--- config.mk ---
export PLATFORM = sky130hd
export DESIGN_NAME = net_tx_feeder
export DESIGN_NICKNAME = d
export VERILOG_FILES = /design/src/rtl/net_pkg.sv /design/src/rtl/net_byte_fifo.sv /design/src/rtl/net_tx_feeder.sv
export SDC_FILE = /design/constraint.sdc
export NUM_CORES = 1
export LEC_CHECK = 0
export ABC_AREA = 0
export CAP_MARGIN = 10
export CELL_PAD_IN_SITES_DETAIL_PLACEMENT = 0
export CELL_PAD_IN_SITES_GLOBAL_PLACEMENT = 1
export CORE_MARGIN = 5
export CORE_UTILIZATION = 51
export CTS_CLUSTER_DIAMETER = 60
export CTS_CLUSTER_SIZE = 16
export DETAILED_ROUTE_END_ITERATION = 16
export HOLD_SLACK_MARGIN = 0.1
export PLACE_DENSITY = 0.81
export RECOVER_POWER = 25
export SYNTH_ARGS = -nofsm -noshare
export SYNTH_HDL_FRONTEND = slang
export SYNTH_SLANG_ARGS = --single-unit
--- constraint.sdc ---
create_clock -name clk -period 4.5 [get_ports clk]
set_clock_uncertainty 0.1 [all_clocks]
set_input_delay 0.675 -clock clk [delete_from_list [all_inputs] [get_ports clk]]
set_output_delay 0.675 -clock clk [all_outputs]
set_load 0.02 [all_outputs]
--- src/rtl/net_pkg.sv ---
// Shared types and default timing constants for the W5500 transmit path.
// Used by the feeder, its byte FIFO and the net_driver integration.
package net_pkg;

    typedef logic [7:0] net_byte_t;

    typedef enum logic [2:0] {
        ST_INIT,
        ST_IDLE,
        ST_SETUP,
        ST_FIRE,
        ST_GAP
    } feeder_state_t;

    // 1 ms guard and 200 ms W5500 bring-up at 50 MHz
    localparam int NET_GAP_CYCLES  = 50_000;
    localparam int NET_INIT_CYCLES = 10_000_000;

    function automatic int net_max(input int a, input int b);
        return (a > b) ? a : b;
    endfunction

endpackage

--- src/rtl/net_byte_fifo.sv ---
// First-word-fall-through byte FIFO; head is valid whenever not empty.
// Overflowing pushes and underflowing pops are ignored.
module net_byte_fifo
    import net_pkg::*;
#(
    parameter int DEPTH = 16
) (
    input  logic                     clk,
    input  logic                     rstn,
    input  logic                     i_push,
    input  net_byte_t                i_data,
    input  logic                     i_pop,
    output net_byte_t                o_head,
    output logic [$clog2(DEPTH):0]   o_count,
    output logic                     o_empty,
    output logic                     o_full
);

    localparam int AW = $clog2(DEPTH);
    localparam int CW = AW + 1;
    localparam logic [CW-1:0] FULL_CNT = CW'(DEPTH);

    net_byte_t     r_mem [DEPTH];
    logic [AW-1:0] r_wr_ptr;
    logic [AW-1:0] r_rd_ptr;
    logic [CW-1:0] r_count;
    logic          w_push;
    logic          w_pop;

    assign w_push = i_push && (r_count != FULL_CNT);
    assign w_pop  = i_pop && (r_count != '0);

    always_ff @(posedge clk) begin
        if (!rstn) begin
            r_wr_ptr <= '0;
            r_rd_ptr <= '0;
            r_count  <= '0;
        end else begin
            if (w_push) r_wr_ptr <= r_wr_ptr + 1'b1;
            if (w_pop)  r_rd_ptr <= r_rd_ptr + 1'b1;
            unique case ({w_push, w_pop})
                2'b10:   r_count <= r_count + 1'b1;
                2'b01:   r_count <= r_count - 1'b1;
                default: r_count <= r_count;
            endcase
        end
    end

    // Storage needs no reset; occupancy alone defines validity
    always_ff @(posedge clk) begin
        if (w_push) r_mem[r_wr_ptr] <= i_data;
    end

    assign o_head  = r_mem[r_rd_ptr];
    assign o_count = r_count;
    assign o_empty = (r_count == '0);
    assign o_full  = (r_count == FULL_CNT);

endmodule

--- src/rtl/net_tx_feeder.sv ---
// Paces buffered bytes into net_driver: setup cycle, one-cycle flag,
// then a fixed guard gap, after a post-reset hold-off.
module net_tx_feeder
    import net_pkg::*;
#(
    parameter int DEPTH       = 16,
    parameter int GAP_CYCLES  = NET_GAP_CYCLES,
    parameter int INIT_CYCLES = NET_INIT_CYCLES
) (
    input  logic                     clk,
    input  logic                     rstn,
    input  logic [7:0]               in_data,
    input  logic                     in_valid,
    output logic                     in_ready,
    output logic [7:0]               data_out,
    output logic                     flag,
    output logic                     busy,
    output logic [$clog2(DEPTH):0]   fifo_count
);

    localparam int MAX_CNT = net_max(INIT_CYCLES, GAP_CYCLES);
    localparam int CNT_W   = $clog2(MAX_CNT + 1);
    localparam logic [CNT_W-1:0] INIT_LAST = CNT_W'(INIT_CYCLES - 1);
    localparam logic [CNT_W-1:0] GAP_LAST  = CNT_W'(GAP_CYCLES - 1);

    feeder_state_t    r_state;
    feeder_state_t    w_state_nxt;
    logic [CNT_W-1:0] r_cnt;
    logic [CNT_W-1:0] w_cnt_nxt;
    logic             r_flag;
    logic             w_flag_nxt;
    net_byte_t        r_data;
    net_byte_t        w_data_nxt;
    logic             w_pop;
    logic             w_push;
    logic             w_empty;
    logic             w_full;
    net_byte_t        w_head;

    assign w_push = in_valid && !w_full;

    net_byte_fifo #(
        .DEPTH (DEPTH)
    ) u_fifo (
        .clk     (clk),
        .rstn    (rstn),
        .i_push  (w_push),
        .i_data  (in_data),
        .i_pop   (w_pop),
        .o_head  (w_head),
        .o_count (fifo_count),
        .o_empty (w_empty),
        .o_full  (w_full)
    );

    always_ff @(posedge clk) begin
        if (!rstn) begin
            r_state <= ST_INIT;
            r_cnt   <= '0;
            r_flag  <= 1'b0;
            r_data  <= '0;
        end else begin
            r_state <= w_state_nxt;
            r_cnt   <= w_cnt_nxt;
            r_flag  <= w_flag_nxt;
            r_data  <= w_data_nxt;
        end
    end

    always_comb begin
        w_state_nxt = r_state;
        w_cnt_nxt   = r_cnt;
        unique case (r_state)
            ST_INIT: begin
                if (r_cnt == INIT_LAST) begin
                    w_state_nxt = ST_IDLE;
                    w_cnt_nxt   = '0;
                end else begin
                    w_cnt_nxt = r_cnt + 1'b1;
                end
            end
            ST_IDLE: begin
                if (!w_empty) w_state_nxt = ST_SETUP;
            end
            ST_SETUP: w_state_nxt = ST_FIRE;
            ST_FIRE: begin
                w_state_nxt = ST_GAP;
                w_cnt_nxt   = '0;
            end
            ST_GAP: begin
                if (r_cnt == GAP_LAST) begin
                    w_state_nxt = ST_IDLE;
                    w_cnt_nxt   = '0;
                end else begin
                    w_cnt_nxt = r_cnt + 1'b1;
                end
            end
            default: begin
                w_state_nxt = ST_INIT;
                w_cnt_nxt   = '0;
            end
        endcase
    end

    // Flag is registered from SETUP so it lands exactly on the FIRE cycle
    always_comb begin
        w_pop      = (r_state == ST_IDLE) && !w_empty;
        w_flag_nxt = (r_state == ST_SETUP);
        w_data_nxt = w_pop ? w_head : r_data;
    end

    assign in_ready = !w_full;
    assign data_out = r_data;
    assign flag     = r_flag;
    assign busy     = (r_state != ST_IDLE) || !w_empty;

endmodule
======== Word-level counts from Yosys, hierarchy flattened ========
Memory sizes are Yosys's and may differ from the RTL's. A register that Yosys moved wholly into a read port is not among the register bits.
Cells that the tools add are included.
Widths: inputs -> output; s select.
storage, ports and cells
  register bits ........................... 41
  memory bits (writable) .................. 128
  input port bits ......................... 11
  output and inout bits ................... 16
  word-level logic and storage cells ...... 50
  memories ................................ 1
memory list
  name          depth  bits a word  rd ports  clocked after Yosys merged registers in  write ports  line                 text
  u_fifo.r_mem  16     8            1         1                                        1            net_byte_fifo.sv:23  net_byte_t r_mem [DEPTH];
operators by class
  add/sub/neg operators ................... 5
  equality and inequality tests ........... 14
  muxes and demuxes ....................... 10
  reduce and logical (&&, ||, !) cells .... 14
operators with widths
  operator               number
  $pmux 24 s3            1
  $mux 24                2
  $add 24x1->24 const B  1
  $eq 24x16->1 const B   1
  $eq 24x24->1 const B   1
  $pmux 3 s5             1
  $pmux 5 s2             1
  $mux 3                 3
  $add 4x1->4 const B    2
  $eq 3x2->1 const B     2
  $ne 2x2->1 const B     3
  $add 5x1->5 const B    1
  $eq 5x5->1 const B     1
  $logic_not 5->1        1
  $ne 5x5->1 const B     1
  $reduce_bool 5->1      1
  $sub 5x1->5 const B    1
  $logic_and 1x1->1      4
  $eq 3x1->1 const B     1
  $eq 3x3->1 const B     1
  $logic_not 1->1        3
  $logic_not 3->1        1
  $ne 3x1->1 const B     1
  $reduce_and 3->1       1
  6 further kinds        7

======== Depth between registers and ports, before layout ========
Gate-level depths: netlist (run 1).
  word-level depth ........................ 6
  mapped depth ............................ 13
  mapped depth without buffers ............ 11

======== Modules after synthesis ========
Synthesis (run 1) repeated with hierarchy kept, for this count alone.
second synthesis, totals
  cell total of the unflattened synthesis .. 542
  area, all modules ....................... 7,701.1 sq um
by module, submodules not included
  module         instances  cells each  area an instance (sq um)  sequential area each (sq um)
  net_byte_fifo  1          298         5,805.6                   4,184.0
  net_tx_feeder  1          244         1,895.6                   720.7

======== Least setup slack after synthesis (run 1) ========
OpenSTA, ideal clock, no wires.
  kind .................................... reg2reg
  from .................................... register u_fifo.r_count[1] (netlist: u_fifo.o_count[1])
  to ...................................... register u_fifo.r_count[4] (netlist: u_fifo.o_count[4])
  setup time .............................. 0.072 ns
  arrival ................................. 3.180 ns
  required time ........................... 4.328 ns
  slack ................................... 1.149 ns
  stages on the path, launching flop included .. 14
  buffers on the path ..................... 3
  period minus slack after synthesis ...... 3.351 ns
  cell sequence ........................... dfxtp_1 clkbuf_1 nor4_1 a211oi_1 clkbuf_1 ha_1 clkbuf_1 xor2_1 ha_1 a211o_1 nand2_1 nand3b_1 a31oi_1 mux2i_1
between the ends
  word-level cells in the longest chain between the ends .. 6
  elaborated cells between the ends (all ways) .. 16
  those cells by class .................... add/sub (2); eq/ne (4); mux (1); reduce/logical (9)
RTL lines
  item                                             line                  text
  from (decl)                                      net_byte_fifo.sv:26   logic [CW-1:0] r_count;
  from (signal assigned)                           net_byte_fifo.sv:42   2'b10: r_count <= r_count + 1'b1;
  from (signal assigned)                           net_byte_fifo.sv:43   2'b01: r_count <= r_count - 1'b1;
  from (signal assigned)                           net_byte_fifo.sv:44   default: r_count <= r_count;
  $logic_not 5->1 (*)                              net_byte_fifo.sv:56   assign o_empty = (r_count == '0);
  $logic_not 1->1 (*)                              net_tx_feeder.sv:107  w_pop = (r_state == ST_IDLE) && !w_empty;
  $logic_and 1x1->1 (*)                            net_tx_feeder.sv:107
  via u_fifo.i_pop                                 net_byte_fifo.sv:12   input logic i_pop,
  $logic_and 1x1->1 (*)                            net_byte_fifo.sv:31   assign w_pop = i_pop && (r_count != '0);
  $eq 2x1->1 or $eq 2x2->1 (tied branches)         net_byte_fifo.sv:41   unique case ({w_push, w_pop})
  $pmux 5 s2 or $reduce_bool 2->1 (tied branches)  n/a
Mark *: on every way through the listed nets, which the timed path passes. The rest lies on a longest branch.
A chain may end at the register's enable or synchronous reset.

======== Worst setup path in the final report (run 1) ========
  from .................................... register u_fifo.r_count[1] (netlist: u_fifo.o_count[1])
  to ...................................... output busy
between the ends
  word-level cells in the longest chain between the ends .. 3
RTL lines
  item              line                  text
  $logic_not 5->1   net_byte_fifo.sv:56
  $logic_not 1->1   net_tx_feeder.sv:115  assign busy = (r_state != ST_IDLE) || !w_empty;
  $logic_or 1x1->1  net_tx_feeder.sv:115
  to (decl)         net_tx_feeder.sv:17   output logic busy,
No other way between the ends.

==> results.ini, run 1 <==
[die]
die_h_um = 132
chipWidth_um = 132
io_pins = 27
start_util = 0.519
core_sq_mm = 0.0145
dieArea_sq_mm = 0.0173
num_rows = 44

[cts]
cts_buffers = 17
holdBufCountCts = 0
post-cts-setup-buffers = 0
cts_max_level = 4
clkLatencyLatePin_ns = 0.42
cts_resized = 0
cts_tree = done
path_clk_slew_ns = 0.07
cts.sinks = 177
clockBufferDepth = 2
root_buffer = clkbuf_16

[power_and_ir_drop]
p_sw_frac = 0.224
power_frac_clock = 0.423
max-vdd-ir-drop_mv = 0.400
p_leak_nw = 2.73
switching_power_mw = 0.732
combPwrFrac = 0.032
intPower_mw = 2.53
pwr-share-seq = 0.544
power_density_mw_per_mm2 = 383

[global_route]
grt_pass1_vias = 4698
grt_max_degree = 36
overflow = 0
track_usage = 0.185
grt_pass1_wl_mm = 25.2
antenna_found_initial = 0

[timing]
hold_ws_ns = 0.393
tns_ns = 0
slew_violations = 0
setup_viol = 0
rsz0062_at_grt = no
max_freq_ghz = 0.298
relSlewSlack = 0.327
tightest_slew_ns = 1.01
fin_crit_sh = 0.745
period_minus_slack_ns = 3.35
hold_viol_final = 0

[worst_setup_path]
cp.required_ns = 3.72
crit_buf_inv = 2
slowest_stage = nor4_1
crit_fanout = 9
crit_arrival_ns = 2.58
startpoint_type = flip-flop
path_cells = nor4_1 -> nor4b_1 -> inv_1 -> clkdlybuf4s50_1
end_kind = output port
path_delay_family = simple AND/OR/NAND/NOR gates
ff2ff_setup_slack_ns = 1.23
slowest_delay_ns = 0.62
critPathKind = reg2out

[final_layout]
nFillCells = 1167
area.sequential_sq_mm = 0.00483
area_growth_syn_to_layout_pct = 13.0
multi_input_area_sq_mm = 0.00255
final_nets = 589
mostFrequentLayoutCells = edfxtp_1, nand2_1, dfxtp_1, mux4_2, nor2_1
final_common_cell = edfxtp_1
antenna_cells = 0
drive_gt1_frac = 0.134
fin_area_sq_mm = 0.00853

[drt]
drt_wl_total_mm = 15.9
drc_errors = 0
vias = 4688
first_iter_violations = 450
via_per_inst = 6.13
wire_per_inst_um = 20.7
drt_first_pass_iters = 5
ant_nets = 0

[placement]
dpl.hpwl_mm = 10.5
dpl-instance-area_sq_mm = 0.00798
portBuffers = 26
place_congestion = 0.815

[synthesis]
synth_edf_count = 128
ys_types = 58
synth-seq-cells = 177
syn_nets = 567
async_reset_ff_frac = 0
synth.avg_cell_area_sq_um = 13.8
synthCells = 546
yosysSeqAreaShare = 0.639
synth_top_flop_cell = edfxtp_1
yosysWarnings = 0
syn_area_sq_mm = 0.00755

[job]
drv_cap = 0

[status]
outcome = complete, no violations

[worst_hold_path]
hp-class = reg2reg

==> stage by stage <==
stage	total power, mW	cells	setup slack, ns	util
floorplan	1.87	546	1.15	-
global placement	1.92	733	0.966	0.549
detailed placement	1.92	733	0.875	0.549
CTS	3.29	765	1.10	0.587
global route	3.37	765	0.878	0.587
finish	3.27	765	1.15	0.587
==> state kept, by name, summed over array words and instances (netlist names) <==
signal and count:
r_state 3, u_fifo.r_rd_ptr 4, u_fifo.o_count 5, r_cnt 24
data_out 8, flag 1, u_fifo.r_wr_ptr 4, u_fifo.r_mem 128
==> power groups by stage <==
stage          registers [mW]  logic, mW  clock network, mW
2_1_floorplan            1.81     0.0563                  0
5_1_grt                  1.78      0.117               1.48
3_5_place_dp             1.81      0.107                  0
4_1_cts                  1.78      0.108               1.40
3_3_place_gp             1.81      0.104                  0
6_report                 1.78      0.106               1.38
==> synth_stat cells, types with 3 or more instances <==
| cell type | instances | area share |
|---|---|---|
| or3_1 | 6 | 0.0050 |
| inv_1 | 10 | 0.0050 |
| mux2i_1 | 4 | 0.0053 |
| a21oi_1 | 7 | 0.0046 |
| nand2_1 | 52 | 0.026 |
| o21ai_0 | 6 | 0.0040 |
| edfxtp_1 | 128 | 0.51 |
| ha_1 | 10 | 0.017 |
| nor3b_1 | 5 | 0.0050 |
| or4_1 | 4 | 0.0040 |
| nor4_1 | 5 | 0.0041 |
| nor2b_1 | 8 | 0.0066 |
| nand3b_1 | 3 | 0.0030 |
| mux4_2 | 32 | 0.095 |
| nand2b_1 | 8 | 0.0066 |
| nor3_1 | 11 | 0.0073 |
| nor2_1 | 30 | 0.015 |
| o311ai_1 | 4 | 0.0046 |
| nand3_1 | 20 | 0.013 |
| clkbuf_1 | 26 | 0.013 |
| a21boi_0 | 3 | 0.0030 |
| dfxtp_1 | 49 | 0.13 |
| and2_1 | 11 | 0.0091 |
| xnor2_1 | 6 | 0.0070 |
| nand4_1 | 18 | 0.015 |
| buf_2 | 3 | 0.0020 |
| o22ai_1 | 11 | 0.0091 |
| xor2_1 | 6 | 0.0070 |
| a31oi_1 | 5 | 0.0041 |
| a22o_1 | 16 | 0.019 |
==> worst paths after layout <==
path,depth (start not counted),startpoint,end
setup reg to reg,11,u_fifo.o_count[1],u_fifo.o_count[4]
setup / recovery,4,u_fifo.o_count[1],busy
hold / removal,2,data_out[5],data_out[5]
hold reg to reg,2,data_out[5],data_out[5]
==> cells by family after synthesis <==
kind of cell             synth area share
XOR/XNOR                           0.0139
buffers and inverters              0.0244
flip-flops                          0.639
multiplexers                        0.101
AO/OA/AOI/OAI                      0.0726
adder cells (fa/ha/maj)            0.0166
AND/OR/NAND/NOR                     0.133
==> tightest hold or removal path, delay by kind of cell, from the launching register on <==
| family | cells | cell delay, ns |
|---|---|---|
| flops | 1 | 0.32 |
| compound gates | 1 | 0.07 |
| simple gates | 1 | 0.06 |
==> cell type report <==
class	instances	share of cell area
multi-input combinational	326	0.299
timing repair buffer	36	0.0393
clock buffer	18	0.0503
sequential	177	0.566
tap	184	0.0270
clock inverter	14	0.0139
inverter	10	0.00440
==> layer usage <==
layer | share of wire | track usage | routed length (um)
met5 | 0 | 0 | 0
met4 | 0.012 | 0.0583 | 191
met3 | 0.049 | 0.0474 | 773
met2 | 0.51 | 0.307 | 8030
met1 | 0.43 | 0.241 | 6870
Note: power is estimated with default switching activity, not from simulation.
==> run 2, diff against run 1 <==
==> constraint.sdc (replaced) <==
create_clock -name clk -period 3.2 [get_ports clk]
set_clock_uncertainty 0.1 [all_clocks]
set_input_delay 0.48 -clock clk [delete_from_list [all_inputs] [get_ports clk]]
set_output_delay 0.48 -clock clk [all_outputs]
set_load 0.02 [all_outputs]
==> results.ini, run 2 (synthesized netlist as in run 1, its figures left out) <==
[drt]
met3_length_um = 871  ; +13%
wire_per_inst_um = 20.1  ; -3.1%
wl_met1_mm = 6.51  ; -5.2%
highest_layer = met4
ant_nets = 0  ; unchanged
met2_length_mm = 8.10  ; +0.82%
drt_wl_total_mm = 15.7  ; -0.79%
drt_first_pass_iters = 5  ; unchanged
via_per_inst = 6.07  ; -0.97%
drc_errors = 0  ; unchanged
vias = 4752  ; +1.4%
first_iter_violations = 475  ; +5.6%

[final_layout]
final_common_cell = edfxtp_1
largest_reg_flops = 128  ; unchanged
area_growth_syn_to_layout_pct = 16.2
mostFrequentLayoutCells = edfxtp_1, nand2_1, dfxtp_1, mux4_2, nor2_1
top_register = u_fifo.r_mem
antenna_cells = 0  ; unchanged
final_nets = 607  ; +3.1%
stdcell_count = 783  ; +2.4%
drive_gt1_frac = 0.165  ; +0.0310

[timing]
slew_violations = 0  ; unchanged
tns_ns = 0  ; unchanged
fin_crit_sh = 0.934
setup_slack_ns = 0.210  ; -0.939 ns
period_minus_slack_ns = 2.99
tightest_slew_ns = 0.811  ; -0.197 ns
hold_viol_final = 0  ; unchanged
rsz0062_at_grt = no
max_freq_ghz = 0.334
hold_ws_ns = 0.386  ; -0.00777 ns
relSlewSlack = 0.454  ; +0.127
setup_viol = 0  ; unchanged

[global_route]
grt_pass1_vias = 4783  ; +1.8%
overflow = 0  ; unchanged
track_usage = 0.189  ; +0.00345
grt_max_degree = 36  ; unchanged
grt_pass1_wl_mm = 25.5  ; +1.3%
antenna_found_initial = 0  ; unchanged

[worst_setup_path]
critPathKind = reg2out
slowest_delay_ns = 0.55  ; -0.07 ns
startpoint_type = flip-flop
path_cells = nor4_2 -> nor4b_1 -> inv_1 -> clkdlybuf4s50_1
cp.required_ns = 2.62  ; -1.10 ns
crit_fanout = 9  ; unchanged
end_kind = output port
crit_arrival_ns = 2.41  ; -0.17 ns
slowest_stage = clkdlybuf4s50_1

[cts]
post-cts-setup-buffers = 0  ; unchanged
cts_tree = done
root_buffer = clkbuf_16
cts_max_level = 4  ; unchanged
cts_resized = 0  ; unchanged
clkLatencyLatePin_ns = 0.43  ; about the same
holdBufCountCts = 0  ; unchanged
clockBufferDepth = 2  ; unchanged
path_clk_slew_ns = 0.07  ; about the same
cts.sinks = 177  ; unchanged
cts_buffers = 17  ; unchanged

[placement]
place_congestion = 0.867  ; +6.5%
dpl_worst_slack_ns = 0.234  ; -0.641 ns
dpl.cell_count = 751  ; +2.5%
portBuffers = 26  ; unchanged
dpl.hpwl_mm = 10.2  ; -2.6%

[worst_hold_path]
hp-class = reg2reg

[die]
start_util = 0.519  ; unchanged
chipWidth_um = 132  ; unchanged
die_h_um = 132  ; unchanged
dieArea_sq_mm = 0.0173  ; unchanged
io_pins = 27  ; unchanged
num_rows = 44  ; unchanged
core_sq_mm = 0.0145  ; unchanged

[power_and_ir_drop]
max-vdd-ir-drop_mv = 0.464  ; +16%
p_leak_nw = 2.87  ; +5.0%
power_density_mw_per_mm2 = 551  ; +44%

[job]
drv_cap = 0  ; unchanged

[status]
outcome = complete, no violations

run 2: cell types whose count changed in the layout (fill, tap and decap cells not counted), sizes merged:
| cell | previous run | this run |
|---|---|---|
| buf | 10 | 28 |
| bufinv | 0 | 2 |
| clkdlybuf4s50 | 21 | 19 |
| dlygate4sd3 | 5 | 7 |
| clkbuf | 18 | 17 |
| inv | 19 | 18 |
run 2: worst max-delay path: cells and delay by family, from the launching register on:
family,cells,cell delay (ns)
flops,1,0.41
simple gates,2,0.95
buf+inv,2,0.63
run 2: final cells by class:
| type | instances | area [sq um] |
|---|---|---|
| clock buffers | 17 | 425 |
| clock inverters | 15 | 213 |
| fillers | 1116 | 5760 |
| inverters | 10 | 37.5 |
| multi-input cells | 326 | 2560 |
| flip-flops and latches | 177 | 4830 |
| well taps | 184 | 230 |
| repair buffers | 54 | 483 |
run 2: stage by stage:
step                total power, mW  utilization  instance area [sq um]
finish                         4.83        0.604                   8770
global route                   5.00        0.604                   8770
CTS                            4.87        0.603                   8770
detailed placement             2.70        0.559                   8130
global placement               2.70        0.559                   8130
floorplan                      2.63            -                   7560
run 2: final timing paths:
kind	end	depth (start not counted)	slack (ns)	from
max	busy	4	0.21	u_fifo.o_count[1]
min reg2reg	data_out[0]	2	0.39	data_out[0]
max reg2reg	u_fifo.o_count[4]	11	0.38	u_fifo.o_count[1]
min	data_out[0]	2	0.39	data_out[0]
run 2: where the power goes:
group	internal [mW]	switching, mW	leakage [nW]	total, mW
logic	0.0607	0.0897	1.01	0.150
clock network	1.21	0.976	0.308	2.18
registers	2.48	0.0190	1.55	2.50
total	3.75	1.08	2.87	4.83
run 2: metal layers:
layer | track usage | vias to the layer above
li1 | - | 2202
met1 | 0.247 | 2377
met2 | 0.310 | 152
met3 | 0.0463 | 21
met4 | 0.0657 | 0
met5 | 0 | -
